--- config.mk ---
export PLATFORM = sky130hd
export DESIGN_NAME = verificador_circuito_dois
export DESIGN_NICKNAME = d
export VERILOG_FILES = /design/src/rtl/verificador_circuito_dois_pkg.sv /design/src/rtl/verificador_circuito_dois_temporizador.sv /design/src/rtl/verificador_circuito_dois.sv
export SDC_FILE = /design/constraint.sdc
export NUM_CORES = 1
export LEC_CHECK = 0
export CORE_UTILIZATION = 45
export CTS_CLUSTER_DIAMETER = 30
export DETAILED_ROUTE_END_ITERATION = 10
export PLACE_DENSITY = 0.67
export SYNTH_ARGS = -nofsm -noshare
export SYNTH_HDL_FRONTEND = slang
export SYNTH_SLANG_ARGS = --single-unit
--- constraint.sdc ---
create_clock -name clk -period 2.1 [get_ports clk]
set_clock_uncertainty 0.05 [all_clocks]
set_input_delay 0.42 -clock clk [delete_from_list [all_inputs] [get_ports clk]]
set_output_delay 0.42 -clock clk [all_outputs]
set_load 0.01 [all_outputs]
--- src/rtl/verificador_circuito_dois_pkg.sv ---
// Shared types and helpers for the 3-input AND circuit checker.
// The state enum, the number of input combinations and the reference
// function for the circuit under test (x = a & b & c).
package verif_circuito_dois_pkg;

  typedef enum logic [2:0] {
    OCIOSO,
    APLICA,
    ESPERA,
    AMOSTRA,
    FIM
  } estado_t;

  localparam int N_COMB = 8;

  // Expected output of the AND circuit for a given {a,b,c} combination.
  function automatic logic esperado(input logic [2:0] comb);
    return &comb;
  endfunction

endpackage

--- src/rtl/verificador_circuito_dois_temporizador.sv ---
// Settle-wait timer: loadable 4-bit down-counter that stops at zero.
// zero is asserted while the count is 0, so a load of N holds zero low
// for N cycles after the load edge.
module temporizador_espera (
  input  logic       clk,
  input  logic       rst_n,
  input  logic       carga,
  input  logic [3:0] valor,
  output logic       zero
);

  logic [3:0] cont_q;
  logic [3:0] cont_d;

  // Load on request, otherwise count down and hold at zero.
  always_comb begin
    cont_d = cont_q;
    if (carga) begin
      cont_d = valor;
    end else if (cont_q != 4'd0) begin
      cont_d = cont_q - 4'd1;
    end
  end

  // Counter register.
  always_ff @(posedge clk or negedge rst_n) begin
    if (!rst_n) begin
      cont_q <= 4'd0;
    end else begin
      cont_q <= cont_d;
    end
  end

  assign zero = (cont_q == 4'd0);

endmodule

--- src/rtl/verificador_circuito_dois.sv ---
// Stimulus/check end for the 3-input AND circuit (x = a & b & c).
// On inicio, walks {a,b,c} through 000..111, waits ESPERA settle cycles per
// combination, samples x and counts mismatches against a&b&c.
// Optional feature macro: VERIF_CIRCUITO_DOIS_TABELA_EN adds the tabela port
// holding the captured x for every combination.
module verificador_circuito_dois #(
  parameter int ESPERA = 1
) (
  input  logic       clk,
  input  logic       rst_n,
  input  logic       inicio,
  output logic       a,
  output logic       b,
  output logic       c,
  input  logic       x,
  output logic       ocupado,
  output logic       concluido,
  output logic       aprovado,
  output logic [3:0] erros
`ifdef VERIF_CIRCUITO_DOIS_TABELA_EN
  ,
  output logic [7:0] tabela
`endif
);

  import verif_circuito_dois_pkg::*;

  // The module parameter shadows the state literal of the same name.
  localparam estado_t   EST_ESPERA   = verif_circuito_dois_pkg::ESPERA;
  localparam logic [3:0] CARGA_TIMER = 4'(ESPERA - 1);
  localparam logic [2:0] ULTIMA_COMB = 3'(N_COMB - 1);

  estado_t    estado_q, estado_d;
  logic [2:0] comb_q, comb_d;
  logic [3:0] erros_q, erros_d;
  logic       aprovado_q, aprovado_d;
  logic       carga;
  logic       timer_zero;
  logic       aplicando;
`ifdef VERIF_CIRCUITO_DOIS_TABELA_EN
  logic [7:0] tabela_q, tabela_d;
`endif

  temporizador_espera u_temporizador (
    .clk   (clk),
    .rst_n (rst_n),
    .carga (carga),
    .valor (CARGA_TIMER),
    .zero  (timer_zero)
  );

  // Next-state logic: sequence the combinations and accumulate the result.
  always_comb begin
    estado_d   = estado_q;
    comb_d     = comb_q;
    erros_d    = erros_q;
    aprovado_d = aprovado_q;
    carga      = 1'b0;
    concluido  = 1'b0;
`ifdef VERIF_CIRCUITO_DOIS_TABELA_EN
    tabela_d   = tabela_q;
`endif
    case (estado_q)
      OCIOSO: begin
        if (inicio) begin
          estado_d   = APLICA;
          comb_d     = 3'd0;
          erros_d    = 4'd0;
          aprovado_d = 1'b0;
`ifdef VERIF_CIRCUITO_DOIS_TABELA_EN
          tabela_d   = 8'h00;
`endif
        end
      end
      APLICA: begin
        carga    = 1'b1;
        estado_d = EST_ESPERA;
      end
      EST_ESPERA: begin
        if (timer_zero) begin
          estado_d = AMOSTRA;
        end
      end
      AMOSTRA: begin
`ifdef VERIF_CIRCUITO_DOIS_TABELA_EN
        tabela_d[comb_q] = x;
`endif
        if (x != esperado(comb_q)) begin
          erros_d = erros_q + 4'd1;
        end
        if (comb_q == ULTIMA_COMB) begin
          estado_d = FIM;
        end else begin
          comb_d   = comb_q + 3'd1;
          estado_d = APLICA;
        end
      end
      FIM: begin
        concluido  = 1'b1;
        aprovado_d = (erros_q == 4'd0);
        estado_d   = OCIOSO;
      end
      default: begin
        estado_d = OCIOSO;
      end
    endcase
  end

  // State and result registers; reset aborts any run in progress.
  always_ff @(posedge clk or negedge rst_n) begin
    if (!rst_n) begin
      estado_q   <= OCIOSO;
      comb_q     <= 3'd0;
      erros_q    <= 4'd0;
      aprovado_q <= 1'b0;
`ifdef VERIF_CIRCUITO_DOIS_TABELA_EN
      tabela_q   <= 8'h00;
`endif
    end else begin
      estado_q   <= estado_d;
      comb_q     <= comb_d;
      erros_q    <= erros_d;
      aprovado_q <= aprovado_d;
`ifdef VERIF_CIRCUITO_DOIS_TABELA_EN
      tabela_q   <= tabela_d;
`endif
    end
  end

  // a,b,c carry the current combination from APLICA through AMOSTRA only.
  assign aplicando = (estado_q == APLICA) || (estado_q == EST_ESPERA) ||
                     (estado_q == AMOSTRA);
  assign {a, b, c} = aplicando ? comb_q : 3'b000;
  assign ocupado   = (estado_q != OCIOSO);
  assign aprovado  = aprovado_q;
  assign erros     = erros_q;
`ifdef VERIF_CIRCUITO_DOIS_TABELA_EN
  assign tabela    = tabela_q;
`endif

endmodule

==> results.toml <==
[final_layout]
non_filler_instances = 137
flow.area_growth_from_synthesis_pct = 26.43
filler_cell_count = 174
n_antenna_cell = 0
layout_cells_sized_above_1 = 0.1250
nets = 123

[detailed_routing]
drt-vias-per-instance = 5.153
first_pass_detailed_route_iteration_total = 4
drt_wl_total_mm = 1.725
wl_per_cell_um = 12.59
detail-route-antenna-nets = 0
detailedRoute.firstIterationViolations = 12
dr_total_vias = 706
remaining_drc_errors = 0

[placement]
buffer_ports.inserted = 13
detailedPlacementHpwl_mm = 1.247
place.detailed.instances = 132
finalWeightedCongestion = 0.7680

[logic_synthesis]
synth.most_common_cell = "sky130_fd_sc_hd__dfrtp_1"
ys_ff_latch = 15
synthTopCellsByArea = "sky130_fd_sc_hd__dfrtp_1 44%, sky130_fd_sc_hd__ha_1 8.8%, sky130_fd_sc_hd__nor2_1 5.3%"
combinational_family_with_the_most_area_after_synthesis = "simple AND/OR/NAND/NOR gates"
yosys_most_used_dff = "sky130_fd_sc_hd__dfrtp_1"
synth_edf_count = 0
synth.yosys.seq_area_share = 0.4405
asyncSetResetFlopFracSynth = 1.000
post_synthesis_cell_area_um2 = 852.1
synth.cells.most_frequent = "15 x sky130_fd_sc_hd__dfrtp_1, 12 x sky130_fd_sc_hd__nor2_1, 8 x sky130_fd_sc_hd__inv_1"
post-synth-top-area-cell = "sky130_fd_sc_hd__dfrtp_1"
synth_simple_gate_area_share = 0.2232
synth.yosys.warnings = 0
adder_and_majority_cell_fraction_of_the_synthesized_area = 0.08811
postSynthCellCount = 93
synthesis.nets = 103
synth.area.mux_share = 0.03524
synthDominantCellAreaShare = 0.4405
syn-mean-instance-area_um2 = 9.162
synth_cell_types = 30
synth-xor-area-share = 0.04112
synth-compound-area-share = 0.1131

[global_route]
pin_count_of_the_biggest_net_entering_global_routing = 16
number_of_antenna_violations_at_the_first_check_in_global_routing = 0
grt_pass1_vias = 654
grt_util_all_layers = 0.1942
first_pass_grt_wire_length_mm = 2.856
grt_remaining_overflow = 0

[worst_hold_path]
min-delay-path-class = "in -> async"

[sta]
worst-slew-pin-transition_ns = 0.4770
finalCritPeriodShare = 0.9728
layout_min_cycle_time_ns = 2.043
setup_tns_ns = 0
timing.slew.headroom = 0.6796
max_clock_freq_ghz = 0.4895
timing.final.max_slew_violations = 0
final-setup-viol-count = 0
final-hold-violation-count = 0

[pwr]
power.switching_mw = 0.4563
cellPowerDensity_nw_per_um2 = 1086
sequentialPowerShare = 0.369
power.clock.fraction = 0.140
logic_gate_share_of_total_power = 0.491
total_leakage_power_nw = 0.4986
peakVddDrop_mv = 0.7152
intPower_mw = 0.7137
switching_share_of_total_power = 0.3900

[job]
timing.max_cap.violations = 0

[run_status]
outcome = "finished, final reports clean"

[clock_network]
cts_max_level = 1
cts.reportedPaths.clkPinSlew_ns = 0.10
clk_path_buf_depth = 2
cts_hold_buffers = 0
cts_sinks = 15
root_buffer = "sky130_fd_sc_hd__clkbuf_4"
clk-insertion-delay-late_ns = 0.28
cts_tree = "done"
cts_buffers = 3

[setup_path]
critPathRequiredTime_ns = 1.63
arrival_ns = 1.57
cp_slowest_cell = "sky130_fd_sc_hd__dfrtp_2"
critPathCaptureType = "output pin"
critical_path.max_stage_delay_ns = 0.49
startpoint_type = "register"
crit_path_cell_trace = "or3_1 -> clkdlybuf4s50_1"
timing.setup.critical_path_class = "reg -> out"
crit_path_max_fanout = 12

[floorplanning]
chipWidth_um = 45.52
start_util = 0.4882
rows = 15
ios = 14
die_h_um = 45.52
core_area_um2 = 1745
floorplan.die_area_um2 = 2072
==> critical path: cells and delay by family, from the launching register on <==
kind          cells  cell delay, ns
buf+inv           1            0.49
flops             1            0.49
simple gates      1            0.32
==> layout make-up <==
| type | count | area (um2) | share of cell area |
|---|---|---|---|
| clock buffer | 4 | 26.28 | 0.02439 |
| inverter | 8 | 30.03 | 0.02787 |
| multi-input combinational | 66 | 434.2 | 0.4030 |
| sequential | 15 | 377.9 | 0.3508 |
| tap | 25 | 31.28 | 0.02904 |
| timing repair buffer | 19 | 177.7 | 0.1649 |
==> layer usage <==
layer  GRT usage  vias up  share of wire
met4     0.07273        0         0.0087
met2      0.3143       16           0.48
met5           0        -              0
met1      0.2605      328           0.46
li1            -      360              -
met3     0.02778        2          0.050
==> what timing repair did <==
item | 4_1_cts | 5_1_grt
gates cloned | 0 | 0
gates resized for setup | 3 | 2
pin swaps | 0 | 2
hold endpoints to repair | 0 | 0
setup endpoints to repair | 2 | 4
setup buffers | 0 | 1
==> power by group through the flow <==
stage / logic, mW / registers [mW] / clock network [mW]
after floorplan: 0.355 / 0.411 / 0
after global placement: 0.547 / 0.422 / 0
after detailed placement: 0.553 / 0.423 / 0
after CTS: 0.564 / 0.427 / 0.173
after global routing: 0.639 / 0.443 / 0.184
final: 0.575 / 0.431 / 0.164
==> path summary, 6_finish.rpt <==
check	from	end	slack, ns	cells past startpoint
setup / recovery	estado_q[2]	ocupado	0.06	2
hold / removal	rst_n	aprovado	0.39	2
setup reg to reg	comb_q[0]	erros[3]	0.12	6
hold reg to reg	aprovado	aprovado	0.46	1
max in group asynchronous	rst_n	estado_q[1]	1.40	2
min in group clk	aprovado	aprovado	0.46	1
==> cells in the final DEF (no fill, tap or decap), types with 2 or more instances in the layout <==
cell / instances
sky130_fd_sc_hd__a21oi_1: 3
sky130_fd_sc_hd__o21ai_0: 5
sky130_fd_sc_hd__inv_1: 8
sky130_fd_sc_hd__clkdlybuf4s50_1: 12
sky130_fd_sc_hd__nor3b_1: 3
sky130_fd_sc_hd__nor2_1: 11
sky130_fd_sc_hd__or3_1: 2
sky130_fd_sc_hd__ha_1: 6
sky130_fd_sc_hd__nand2_1: 6
sky130_fd_sc_hd__nor3_1: 6
sky130_fd_sc_hd__dfrtp_1: 13
sky130_fd_sc_hd__mux2i_1: 3
sky130_fd_sc_hd__nand2b_1: 2
sky130_fd_sc_hd__buf_4: 6
sky130_fd_sc_hd__clkbuf_4: 3
sky130_fd_sc_hd__dfrtp_2: 2
sky130_fd_sc_hd__xnor2_1: 3
sky130_fd_sc_hd__nand3_1: 2
==> cell families (layout without fill, tap and decap cells) <==
group | Yosys count | in the layout
and+or+nand+nor | 38 | 38
AOI/OAI and AO/OA | 15 | 15
DFF | 15 | 15
buffers and inverters | 12 | 31
adders and majority gates | 6 | 6
xor gates and xnor gates | 4 | 4
muxes | 3 | 3
==> state kept, by name, summed over array words and instances, names as in the netlist <==
signal and count:
estado_q 3, comb_q 3, aprovado 1, u_temporizador.cont_q 4, erros 4
==> per-stage QoR <==
| step | hold slack (ns) | power [mW] | worst slack, ns | cell area [um2] | util |
|---|---|---|---|---|---|
| after floorplan | 0.07441 | 0.7665 | 0.2887 | 852.1 | - |
| after global routing | 0.4142 | 1.267 | -0.005274 | 1077 | 0.6172 |
| after CTS | 0.3925 | 1.165 | 0.03208 | 1066 | 0.6108 |
| final | 0.3905 | 1.170 | 0.05707 | 1077 | 0.6172 |
| after detailed placement | 0.4368 | 0.9768 | 0.1006 | 1031 | 0.5907 |
| after global placement | 0.4309 | 0.9689 | 0.1612 | 1031 | 0.5907 |
No activity file was read; power rests on OpenSTA's default activity.
